`config.mk`:
```
export PLATFORM = sky130hd
export DESIGN_NAME = bird_physics
export DESIGN_NICKNAME = d
export VERILOG_FILES = /design/src/rtl/bird_pkg.sv /design/src/rtl/flap_edge_sync.sv /design/src/rtl/bird_physics.sv
export SDC_FILE = /design/constraint.sdc
export NUM_CORES = 1
export LEC_CHECK = 0
export BUFFER_PORTS_ARGS = -buffer_cell sky130_fd_sc_hd__buf_2
export CORE_MARGIN = 5
export CORE_UTILIZATION = 50
export CTS_BUF_LIST = sky130_fd_sc_hd__clkbuf_2 sky130_fd_sc_hd__clkbuf_4 sky130_fd_sc_hd__clkbuf_8
export DETAILED_ROUTE_END_ITERATION = 7
export GPL_TIMING_DRIVEN = 0
export PLACE_DENSITY = 0.75
export SETUP_SLACK_MARGIN = 0.3
export SYNTH_ARGS = -nofsm -noshare
export SYNTH_HDL_FRONTEND = slang
export SYNTH_SLANG_ARGS = --single-unit
```
`constraint.sdc`:
```
create_clock -name i_clk -period 6.11 [get_ports i_clk]
set_input_delay 1.222 -clock i_clk [delete_from_list [all_inputs] [get_ports i_clk]]
set_output_delay 1.222 -clock i_clk [all_outputs]
set_load 0.02 [all_outputs]
```
`src/rtl/bird_pkg.sv`:
```
// Shared types and widths for the flappy-bird physics block.
package bird_pkg;
   localparam int COORD_W = 12;
   localparam int VEL_W   = 8;

   typedef enum logic [1:0] {
      READY = 2'd0,
      FLY   = 2'd1,
      DEAD  = 2'd2
   } state_t;
endpackage

```
`src/rtl/flap_edge_sync.sv`:
```
// Brings the raw flap button into the clock domain and emits a one-cycle pulse per rising edge.
module flap_edge_sync (
   input  logic clk,
   input  logic rst_n,
   input  logic flap_async,
   output logic flap_edge
);
   logic sync1, sync2, prev;

   always_ff @(posedge clk or negedge rst_n) begin
      if (!rst_n) begin
         sync1 <= 1'b0;
         sync2 <= 1'b0;
         prev  <= 1'b0;
      end else begin
         sync1 <= flap_async;
         sync2 <= sync1;
         prev  <= sync2;
      end
   end

   assign flap_edge = sync2 & ~prev;
endmodule

```
`src/rtl/bird_physics.sv`:
```
// Bird vertical physics: READY/FLY/DEAD state machine stepped on each tick.
// Bounding box outputs are registered and track the state registers.
module bird_physics
   import bird_pkg::*;
#(
   parameter int H_SIZE = 20,
   parameter int IX     = 160,
   parameter int IY     = 120,
   parameter int GRAV   = 1,
   parameter int FLAP_V = -8,
   parameter int VMAX   = 10,
   parameter int Y_MAX  = 465
) (
   input  logic               i_clk,
   input  logic               i_rst,
   input  logic               i_tick,
   input  logic               i_flap,
   input  logic               i_kill,
   output logic [COORD_W-1:0] o_x1,
   output logic [COORD_W-1:0] o_x2,
   output logic [COORD_W-1:0] o_y1,
   output logic [COORD_W-1:0] o_y2,
   output logic               o_out_of_bounds,
   output logic [1:0]         o_state
);
   state_t                    state, state_d;
   logic [COORD_W-1:0]        y, y_d, y_nx;
   logic signed [VEL_W-1:0]   v, v_d, v_nx, v_step;
   logic signed [VEL_W:0]     v_inc;
   logic signed [COORD_W:0]   y_sum;
   logic                      pending, pending_d, oob, oob_d;
   logic                      flap_edge, pend_eff, die;

   flap_edge_sync u_flap_sync (
      .clk        (i_clk),
      .rst_n      (i_rst),
      .flap_async (i_flap),
      .flap_edge  (flap_edge)
   );

   // One physics step, computed every cycle and used only when the FSM commits it.
   always_comb begin
      pend_eff = pending | flap_edge;
      v_inc    = {v[VEL_W-1], v} + (VEL_W+1)'(GRAV);
      v_step   = pend_eff ? VEL_W'(FLAP_V)
               : ((v_inc > VMAX) ? VEL_W'(VMAX) : v_inc[VEL_W-1:0]);
      y_sum    = $signed({1'b0, y}) + {{(COORD_W+1-VEL_W){v_step[VEL_W-1]}}, v_step};
      die      = 1'b0;
      y_nx     = y_sum[COORD_W-1:0];
      v_nx     = v_step;
      if (y_sum < H_SIZE) begin
         y_nx = COORD_W'(H_SIZE);
         v_nx = '0;
      end else if (y_sum + H_SIZE >= Y_MAX) begin
         y_nx = COORD_W'(Y_MAX - H_SIZE);
         die  = 1'b1;
      end
   end

   always_comb begin
      state_d   = state;
      y_d       = y;
      v_d       = v;
      pending_d = pending | flap_edge;
      oob_d     = oob;
      case (state)
         READY: begin
            if (i_tick && pend_eff) begin
               pending_d = 1'b0;
               y_d       = y_nx;
               v_d       = v_nx;
               state_d   = die ? DEAD : FLY;
               oob_d     = die;
            end
         end
         FLY: begin
            if (i_kill) begin
               state_d   = DEAD;
               pending_d = 1'b0;
            end else if (i_tick) begin
               pending_d = 1'b0;
               y_d       = y_nx;
               v_d       = v_nx;
               if (die) begin
                  state_d = DEAD;
                  oob_d   = 1'b1;
               end
            end
         end
         DEAD: begin
            // The reviving flap is consumed so it does not also launch the bird.
            pending_d = 1'b0;
            if (flap_edge) begin
               state_d = READY;
               y_d     = COORD_W'(IY);
               v_d     = '0;
               oob_d   = 1'b0;
            end
         end
         default: state_d = READY;
      endcase
   end

   always_ff @(posedge i_clk or negedge i_rst) begin
      if (!i_rst) begin
         state           <= READY;
         y               <= COORD_W'(IY);
         v               <= '0;
         pending         <= 1'b0;
         oob             <= 1'b0;
         o_x1            <= COORD_W'(IX - H_SIZE);
         o_x2            <= COORD_W'(IX + H_SIZE);
         o_y1            <= COORD_W'(IY - H_SIZE);
         o_y2            <= COORD_W'(IY + H_SIZE);
      end else begin
         state           <= state_d;
         y               <= y_d;
         v               <= v_d;
         pending         <= pending_d;
         oob             <= oob_d;
         o_x1            <= COORD_W'(IX - H_SIZE);
         o_x2            <= COORD_W'(IX + H_SIZE);
         o_y1            <= y_d - COORD_W'(H_SIZE);
         o_y2            <= y_d + COORD_W'(H_SIZE);
      end
   end

   assign o_state         = state;
   assign o_out_of_bounds = oob;
endmodule

```
==> flow_summary.ini, run 1 <==
[run_status]
status = finished clean

[synth]
netlist_instances = 376
synth_cell_type_count = 69
yosysSeqAreaShare_pct = 33.9
synth_edf_count = 0
ys_ff_latch = 46
avgSynthCellArea_um2 = 9.11
syn_area_um2 = 3430
synth_warnings = 0
async_flop_share_pct = 100
synth-main-ff-cell = dfrtp_1

[sta]
worstMarginPinSlew_ns = 1.00
relSlewSlack_pct = 33.3
hold_viol_final = 0
finClkSkew_ns = 0.0199
period_share_pct = 88.5
finalMaxSlewViolations = 0
tns_ns = 0
period_needed_ns = 5.41
finalSetupViolations = 0
rsz0062_at_grt = no
max_freq_ghz = 0.185

[global_routing]
gr-usage-met1_pct = 24.0
use_met2_pct = 30.8
grt.busiest_layer = met2
grt_use_total_pct = 18.4
gr-total-overflow = 0
grt_pass1_vias = 2814
grt_pass1_wl_um = 13000
grt_start_max_net_pins = 47
use_met3_pct = 3.57
grt_antenna_before_repair = 0

[setup_path]
r2r_slack_ns = 0.70
path_class = reg -> reg
worst_setup_path_end_kind = flop
cp.required_ns = 6.29
rr_worst_depth = 25
r2r-start = v[1]
cp.arrival_ns = 5.59
r2r_end = o_y1[10]
path_max_fanout = 8
start_kind = flop

[cells_and_area]
fillers = 614
drive_above_1_share_pct = 25.2
final_cell_mix = buf_2 (36), dfrtp_1 (36), nand2_1 (34)
finalCoreUtilization_pct = 58.3
syn_to_final_growth_pct = 14.3
insertedDiodeCount = 0
nets = 464

[floorplan]
dieArea_um2 = 8610
start_util_pct = 51.0
coreArea_um2 = 6720
fp.dieH_um = 92.8
die_w_um = 92.8
pin_count = 56
rows = 30

[drt]
wirelength_um = 7610
vias = 2890
firstDrtPassIters = 5
ant_nets = 0
wl_per_cell_um = 14.7
drc = 0
vias_per_cell = 5.59
drt-initial-drc-count = 142

[power]
p_int_uw = 1090
combPwrFrac_pct = 65.1
irDropWorstVdd_mv = 0.331
switchingPower_uw = 987
leakagePower_uw = 0.00188
power_density_nw_per_um2 = 529
sw_frac_of_total_pct = 47.6
clockPowerShare_pct = 11.2
seq_power_share_pct = 23.8

[run]
maxCapViolCount = 0

[clocking]
clk_latency_ns = 0.31
cts_tree = built
clkTransAtPathRegs_ns = 0.10
clkSinkCount = 46
clockBufferDepth = 2
htree_num_levels = 2
cts_root_buffer = clkbuf_8
numCtsBuffers = 5

[min_path]
hold_end = u_flap_sync.sync2
min_from = u_flap_sync.sync1
hold_depth = 0
worstHoldPathType = reg -> reg

[placement]
gp_congestion = 0.888
portBuffers = 31
hpwl_um = 5780
==> cells in the mapped netlist, types with 3 or more instances <==
library cell / count / share of area [%]
inv_1: 23 / 2.5
dfstp_2: 9 / 6.9
nand2_1: 34 / 3.7
a21oi_1: 20 / 2.9
dfrtp_1: 37 / 27
buf_2: 5 / 0.73
ha_1: 22 / 8.0
a211oi_1: 5 / 1.1
xor2_1: 8 / 2.0
o21ai_0: 19 / 2.8
a21o_1: 5 / 1.1
a22o_1: 5 / 1.3
nand4_1: 3 / 0.55
nor3_1: 4 / 0.58
nand3_1: 10 / 1.5
nor2_1: 24 / 2.6
o21a_1: 4 / 0.88
buf_4: 30 / 6.6
nor2b_1: 5 / 0.91
o22ai_1: 4 / 0.73
o21ai_1: 3 / 0.44
or3_1: 3 / 0.55
nand2b_1: 6 / 1.1
and2_1: 4 / 0.73
xnor2_1: 19 / 4.9
clkbuf_1: 3 / 0.33
a31oi_1: 5 / 0.91
==> sequential cells by signal (all words and copies together) (netlist names), named ones only <==
signal             count
u_flap_sync.sync2      1
o_y1                   9
v                      8
u_flap_sync.prev       1
o_out_of_bounds        1
u_flap_sync.sync1      1
y                     10
o_state                2
o_y2                  10
pending                1
==> metal layers <==
metal	wire length [um]	part of all wire [%]
met1	3410	45
met2	3690	48
met3	366	4.8
met4	140	1.8
met5	0	0
==> metrics by stage <==
stage	cells	hold slack, ns	worst slack (ns)	total power, uW	instance area [um^2]
after global routing	517	0.382	0.360	2250	3920
final	517	0.365	0.702	2070	3920
after global placement	509	0.333	0.626	1760	3760
after detailed placement	509	0.346	0.476	1790	3760
after CTS	517	0.368	0.424	2030	3880
after floorplan	398	0.331	1.07	1510	3510
==> repair_timing <==
action                                  4_1_cts  5_1_grt
hold buffers                                  0        0
endpoints found under the setup margin        0       14
setup buffers                                 0        0
resized for setup                             0        8
==> worst max-delay path, cell delays in order (launching register included) <==
cell and delay [ns]:
dfrtp_2 0.45, inv_1 0.07, ha_1 0.30, o21ai_0 0.17, a31oi_1 0.10, a21oi_1 0.13, o22ai_1 0.11, a31oi_1 0.19
o22ai_1 0.12, and2_1 0.21, nor2b_1 0.14, ha_1 0.22, fa_1 0.41, nand3_1 0.19, a21oi_2 0.10, or3_1 0.40
a32o_1 0.23, or4b_4 0.54, a221oi_4 0.29, o22ai_4 0.16, inv_1 0.08, ha_1 0.17, inv_1 0.08, a21oi_4 0.16
nand3_1 0.12, xnor2_1 0.14
==> how the worst max path moves through the flow <==
stage / start / end / slack (ns) / cells after the start
3_5_place_dp: v[1] / o_y1[8] / 0.48 / 24
3_3_place_gp: v[1] / o_y1[8] / 0.63 / 24
2_1_floorplan: v[1] / o_y1[8] / 1.07 / 25
4_1_cts: v[1] / o_y1[10] / 0.42 / 24
6_report: v[1] / o_y1[10] / 0.70 / 25
5_1_grt: v[1] / o_y1[8] / 0.36 / 25
==> cell families after synthesis <==
group | after synthesis | synth area share [%]
simple gates | 111 | 17.0
buf+inv | 63 | 10.8
other cells | 2 | 0.219
fa+ha+maj | 23 | 8.62
mux | 2 | 0.584
compound gates | 102 | 21.9
flops | 46 | 33.9
xor+xnor | 27 | 6.90
==> final cells by class <==
class,instances,area (um^2),area share [%]
buffer,40,285,7.28
clock buffer,6,76.3,1.95
clock inverter,2,37.5,0.958
inverter,23,86.3,2.20
multi-input combinational,289,2010,51.4
sequential,46,1160,29.7
tap,80,100,2.56
timing repair buffer,31,155,3.96
==> power by group through the flow <==
stage          logic (uW)  registers [uW]  clock network [uW]
2_1_floorplan         950             558                   0
3_3_place_gp         1270             493                   0
3_5_place_dp         1290             497                   0
4_1_cts              1310             492                 236
5_1_grt              1490             504                 253
6_report             1350             493                 232
No activity file was read; power rests on OpenSTA's default activity.
==> run 2: changes to the inputs <==
CORE_ASPECT_RATIO = 0.7   (was unset)
HOLD_SLACK_MARGIN = 0.12   (was unset)
PLACE_DENSITY = 0.72   (was 0.75)
==> run 2 against run 1 <==
Worst setup slack worse by 0.043 ns. Sequential share of layout area about the same. Fmax down 0.79%. Utilization up 0.31 points. Clock skew down 0.015 ns. Non-clock buffer count unchanged.
==> flow_summary.ini, run 2 (same netlist as run 1, synthesis figures left out) <==
[sta]
finalWorstSetupSlack_ns = 0.659
finalMaxSlewViolations = 0
rsz0062_at_grt = no
tns_ns = 0
relSlewSlack_pct = 29.3
max_freq_ghz = 0.183
worstMarginPinSlew_ns = 1.05
hold_viol_final = 0
finClkSkew_ns = 0.00528
period_share_pct = 89.2
finalSetupViolations = 0
period_needed_ns = 5.45

[drt]
ant_nets = 0
vias = 2810
firstDrtPassIters = 4
drc = 0
wirelength_um = 7710
vias_per_cell = 5.29
wl_per_cell_um = 14.5
drt-initial-drc-count = 146

[placement]
place_ws_ns = 0.470
hpwl_um = 5980
place_inst = 523
portBuffers = 31
place_area_um2 = 3780
gp_congestion = 0.883

[cells_and_area]
largestRegisters = o_y2: 10 flops, y: 10 flops, o_y1: 9 flops
insertedDiodeCount = 0
stdcell_area_um2 = 3920
syn_to_final_growth_pct = 14.5
nets = 464
final_cell_mix = buf_2 (36), dfrtp_1 (36), nand2_1 (34)
fin_cells = 531
drive_above_1_share_pct = 24.7

[setup_path]
cp.required_ns = 6.29
cp.arrival_ns = 5.63
path_max_fanout = 8
startpoint = v[1]
worst_setup_path_end_kind = flop
path_class = reg -> reg
r2r-start = v[1]
start_kind = flop

[clocking]
post_cts_buffers = 0
clkSinkCount = 46
clkTransAtPathRegs_ns = 0.09
cts_root_buffer = clkbuf_8
cts_tree = built
cts_resized = 0
clockBufferDepth = 2
numCtsBuffers = 5
clk_latency_ns = 0.29
htree_num_levels = 2
hold_buffers = 0

[floorplan]
start_util_pct = 51.2
dieArea_um2 = 8640
pin_count = 56
die_w_um = 109
rows = 25
fp.dieH_um = 79.3
coreArea_um2 = 6690

[min_path]
worstHoldPathType = reg -> reg
min_from = u_flap_sync.sync1

[global_routing]
grt_pass1_vias = 2681
gr-total-overflow = 0
grt_pass1_wl_um = 12900
grt_antenna_before_repair = 0
grt_use_total_pct = 18.5
grt_start_max_net_pins = 47

[run]
maxCapViolCount = 0

[power]
power_density_nw_per_um2 = 532
leakagePower_uw = 0.00188
irDropWorstVdd_mv = 0.348

[run_status]
status = finished clean
run 2: cell count changes in the layout (fill, tap and decap cells not counted), sizes merged:
cell	change
clkinvlp	-1
inv	+1
clkinv	+1
clkbuf	-1
run 2: critical path: stages (launching register included):
cell      delay, ns
dfrtp_2        0.45
inv_1          0.08
ha_1           0.32
o21ai_0        0.15
a31oi_1        0.09
a21oi_1        0.13
o22ai_1        0.13
a31oi_1        0.18
o22ai_1        0.11
and2_1         0.20
nor2b_1        0.14
ha_1           0.21
fa_1           0.40
nand3_1        0.17
a21oi_1        0.14
or3_1          0.41
a32o_1         0.24
or4b_4         0.54
a221oi_4       0.29
o22ai_4        0.16
inv_1          0.08
ha_1           0.18
inv_1          0.07
a21oi_4        0.17
nand3_1        0.12
xnor2_1        0.17
run 2: worst paths after layout:
check,endpoint,slack (ns),cells after the start
max,o_y1[8],0.66,25
min in group asynchronous,v[3],1.08,1
min reg2reg,u_flap_sync.sync2,0.36,0
max in group asynchronous,v[1],4.36,1
max reg2reg,o_y1[8],0.66,25
min,u_flap_sync.sync2,0.36,0
run 2: power by group:
part	internal [uW]	switching [uW]	total [uW]	leakage, uW
sequential	430	65.7	496	0.000570
combinational	530	828	1360	0.00125
clock	123	108	231	0.0000585
total	1080	1000	2090	0.00188
run 2: final cells by class:
cell class	count	area (um^2)
fillers	587	2770
multi-input cells	289	2000
flip-flops and latches	46	1160
plain buffers	40	285
repair buffers	31	155
well taps	94	118
inverters	23	86.3
clock buffers	5	68.8
clock inverters	3	43.8
run 2: stage by stage:
step / power [uW] / utilization (%) / hold slack (ns)
3_5_place_dp: 1800 / 56.5 / 0.347
4_1_cts: 2050 / 58.2 / 0.368
6_report: 2090 / 58.6 / 0.365
3_3_place_gp: 1780 / 56.5 / 0.335
5_1_grt: 2250 / 58.6 / 0.386
2_1_floorplan: 1510 / - / 0.331
run 2: metal layers:
metal	vias to the layer above	GRT usage (%)	part of all wire (%)
met5	-	0	0
met4	0	3.28	0.79
met3	8	4.06	5.4
met2	64	27.3	43
met1	1340	27.9	51
li1	1398	-	-
==> run 3: changes to the inputs <==
CORE_ASPECT_RATIO = 1.5   (was 0.7)
==> run 3 against run 2 <==
Hold slack gained 0.0028 ns. Register-to-register slack gained 0.06 ns. First-iteration DRC count shrank 14%.
==> flow_summary.ini, run 3 (same netlist as run 1, synthesis figures left out) <==
[cells_and_area]
finalCoreUtilization_pct = 57.7
largestRegisters = o_y2: 10 flops, y: 10 flops, o_y1: 9 flops
drive_above_1_share_pct = 25.1
nets = 466
fin_cells = 517
syn_to_final_growth_pct = 13.8
final_cell_mix = buf_2 (36), dfrtp_1 (36), nand2_1 (34)
insertedDiodeCount = 0

[sta]
period_share_pct = 88.2
worstMarginPinSlew_ns = 1.08
rsz0062_at_grt = no
finalMaxSlewViolations = 0
finClkSkew_ns = 0.00985
period_needed_ns = 5.39
finalWorstSetupSlack_ns = 0.718
finalSetupViolations = 0
hold_viol_final = 0
max_freq_ghz = 0.185
tns_ns = 0
relSlewSlack_pct = 27.4

[placement]
place_inst = 507
gp_congestion = 0.902
portBuffers = 31
hpwl_um = 5780
place_ws_ns = 0.440

[power]
power_density_nw_per_um2 = 527
leakagePower_uw = 0.00189
irDropWorstVdd_mv = 0.377

[setup_path]
start_kind = flop
endpoint = v[2]
cp.arrival_ns = 5.62
cp.required_ns = 6.34
r2r-start = v[1]
path_depth = 23
path_class = reg -> reg
crit_family = simple AND/OR/NAND/NOR gates
startpoint = v[1]
worst_setup_path_end_kind = flop
r2r_slack_ns = 0.72
slowest_delay_ns = 0.82
path_max_fanout = 8
r2r_end = v[2]
critPathSlowestCell = nor4_1
rr_worst_depth = 23
crit_chain = inv_1 > ha_1 > o21ai_0 > a31oi_1 > a21oi_1 > o22ai_1 > a31oi_1 > o22ai_1 > and2_1 > nor2b_1 > ha_1 > fa_1 > nand3_1 > a21oi_1 > or4_1 > o311ai_1 > or4b_1 > buf_2 > nor2_2 > nor4_1 > nand2_1 > o21ai_0 > o2bb2ai_1
crit_buf_inv = 2

[clocking]
clockBufferDepth = 2
clkTransAtPathRegs_ns = 0.09
numCtsBuffers = 5
cts_tree = built
hold_buffers = 0
cts_root_buffer = clkbuf_8
clk_latency_ns = 0.30
htree_num_levels = 2
clkSinkCount = 46

[drt]
wirelength_um = 7500
drt-initial-drc-count = 125
wl_per_cell_um = 14.5
ant_nets = 0
firstDrtPassIters = 4
vias = 2793
vias_per_cell = 5.40
drc = 0

[global_routing]
grt_antenna_before_repair = 0
grt_start_max_net_pins = 47
grt_pass1_wl_um = 12600
gr-total-overflow = 0
grt_pass1_vias = 2715
grt_use_total_pct = 17.4

[floorplan]
fp.dieH_um = 111
coreArea_um2 = 6760
start_util_pct = 50.7
dieArea_um2 = 8640
pin_count = 56
rows = 37
die_w_um = 77.6

[run_status]
status = finished clean

[run]
maxCapViolCount = 0

[min_path]
worstHoldPathType = reg -> reg
## run 3: cell count changes in the layout (fill, tap and decap cells not counted), sizes merged
cell | previous run | this run
buf | 68 | 70
clkinv | 1 | 0
clkbuf | 8 | 9
inv | 24 | 23
clkinvlp | 0 | 1
## run 3: worst min path at each step
| stage | from | end | depth (start not counted) |
|---|---|---|---|
| floorplan | u_flap_sync.sync1 | u_flap_sync.sync2 | 0 |
| global placement | u_flap_sync.sync1 | u_flap_sync.sync2 | 0 |
| detailed placement | u_flap_sync.sync1 | u_flap_sync.sync2 | 0 |
| CTS | u_flap_sync.sync1 | u_flap_sync.sync2 | 0 |
| global route | u_flap_sync.sync2 | u_flap_sync.prev | 0 |
| finish | u_flap_sync.sync1 | u_flap_sync.sync2 | 0 |
## run 3: cell type report
type                       instances  area (um^2)
fill                             640         2860
multi-input combinational        289         1980
sequential                        46         1160
buffer                            40          285
timing repair buffer              33          170
tap                               78         97.6
inverter                          23         86.3
clock buffer                       6         76.3
clock inverter                     2         37.5
## run 3: layer usage
| metal | track usage, % | vias up | part of all wire (%) |
|---|---|---|---|
| met1 | 21.0 | 1319 | 41 |
| met3 | 2.83 | 17 | 3.3 |
| met2 | 29.9 | 61 | 53 |
| li1 | - | 1396 | - |
| met4 | 7.80 | 0 | 2.8 |
| met5 | 0 | - | 0 |
## run 3: worst register-to-register path, stage by stage (launching register included)
cell and delay [ns]:
dfrtp_2 0.45, inv_1 0.07, ha_1 0.31, o21ai_0 0.15, a31oi_1 0.10, a21oi_1 0.13, o22ai_1 0.12, a31oi_1 0.20
o22ai_1 0.13, and2_1 0.21, nor2b_1 0.14, ha_1 0.22, fa_1 0.42, nand3_1 0.17, a21oi_1 0.12, or4_1 0.49
o311ai_1 0.09, or4b_1 0.14, buf_2 0.18, nor2_2 0.10, nor4_1 0.83, nand2_1 0.21, o21ai_0 0.20, o2bb2ai_1 0.13
## run 3: repair_timing
item | 4_1_cts | 5_1_grt
buffers inserted | 0 | 2
endpoints found under the setup margin | 0 | 14
resized for setup | 0 | 4
## run 3: per-stage QoR
stage	power, uW	hold slack (ns)	cell area, um^2
2_1_floorplan	1510	0.331	3510
3_3_place_gp	1780	0.334	3760
3_5_place_dp	1800	0.348	3760
4_1_cts	2040	0.369	3880
5_1_grt	2220	0.381	3900
6_report	2050	0.367	3900
## run 3: power breakdown
part           leakage, uW  switching (uW)  internal, uW  total (uW)
Combinational      0.00126             793           531        1320
Sequential        0.000570            66.1           430         496
Clock            0.0000548             107           127         234
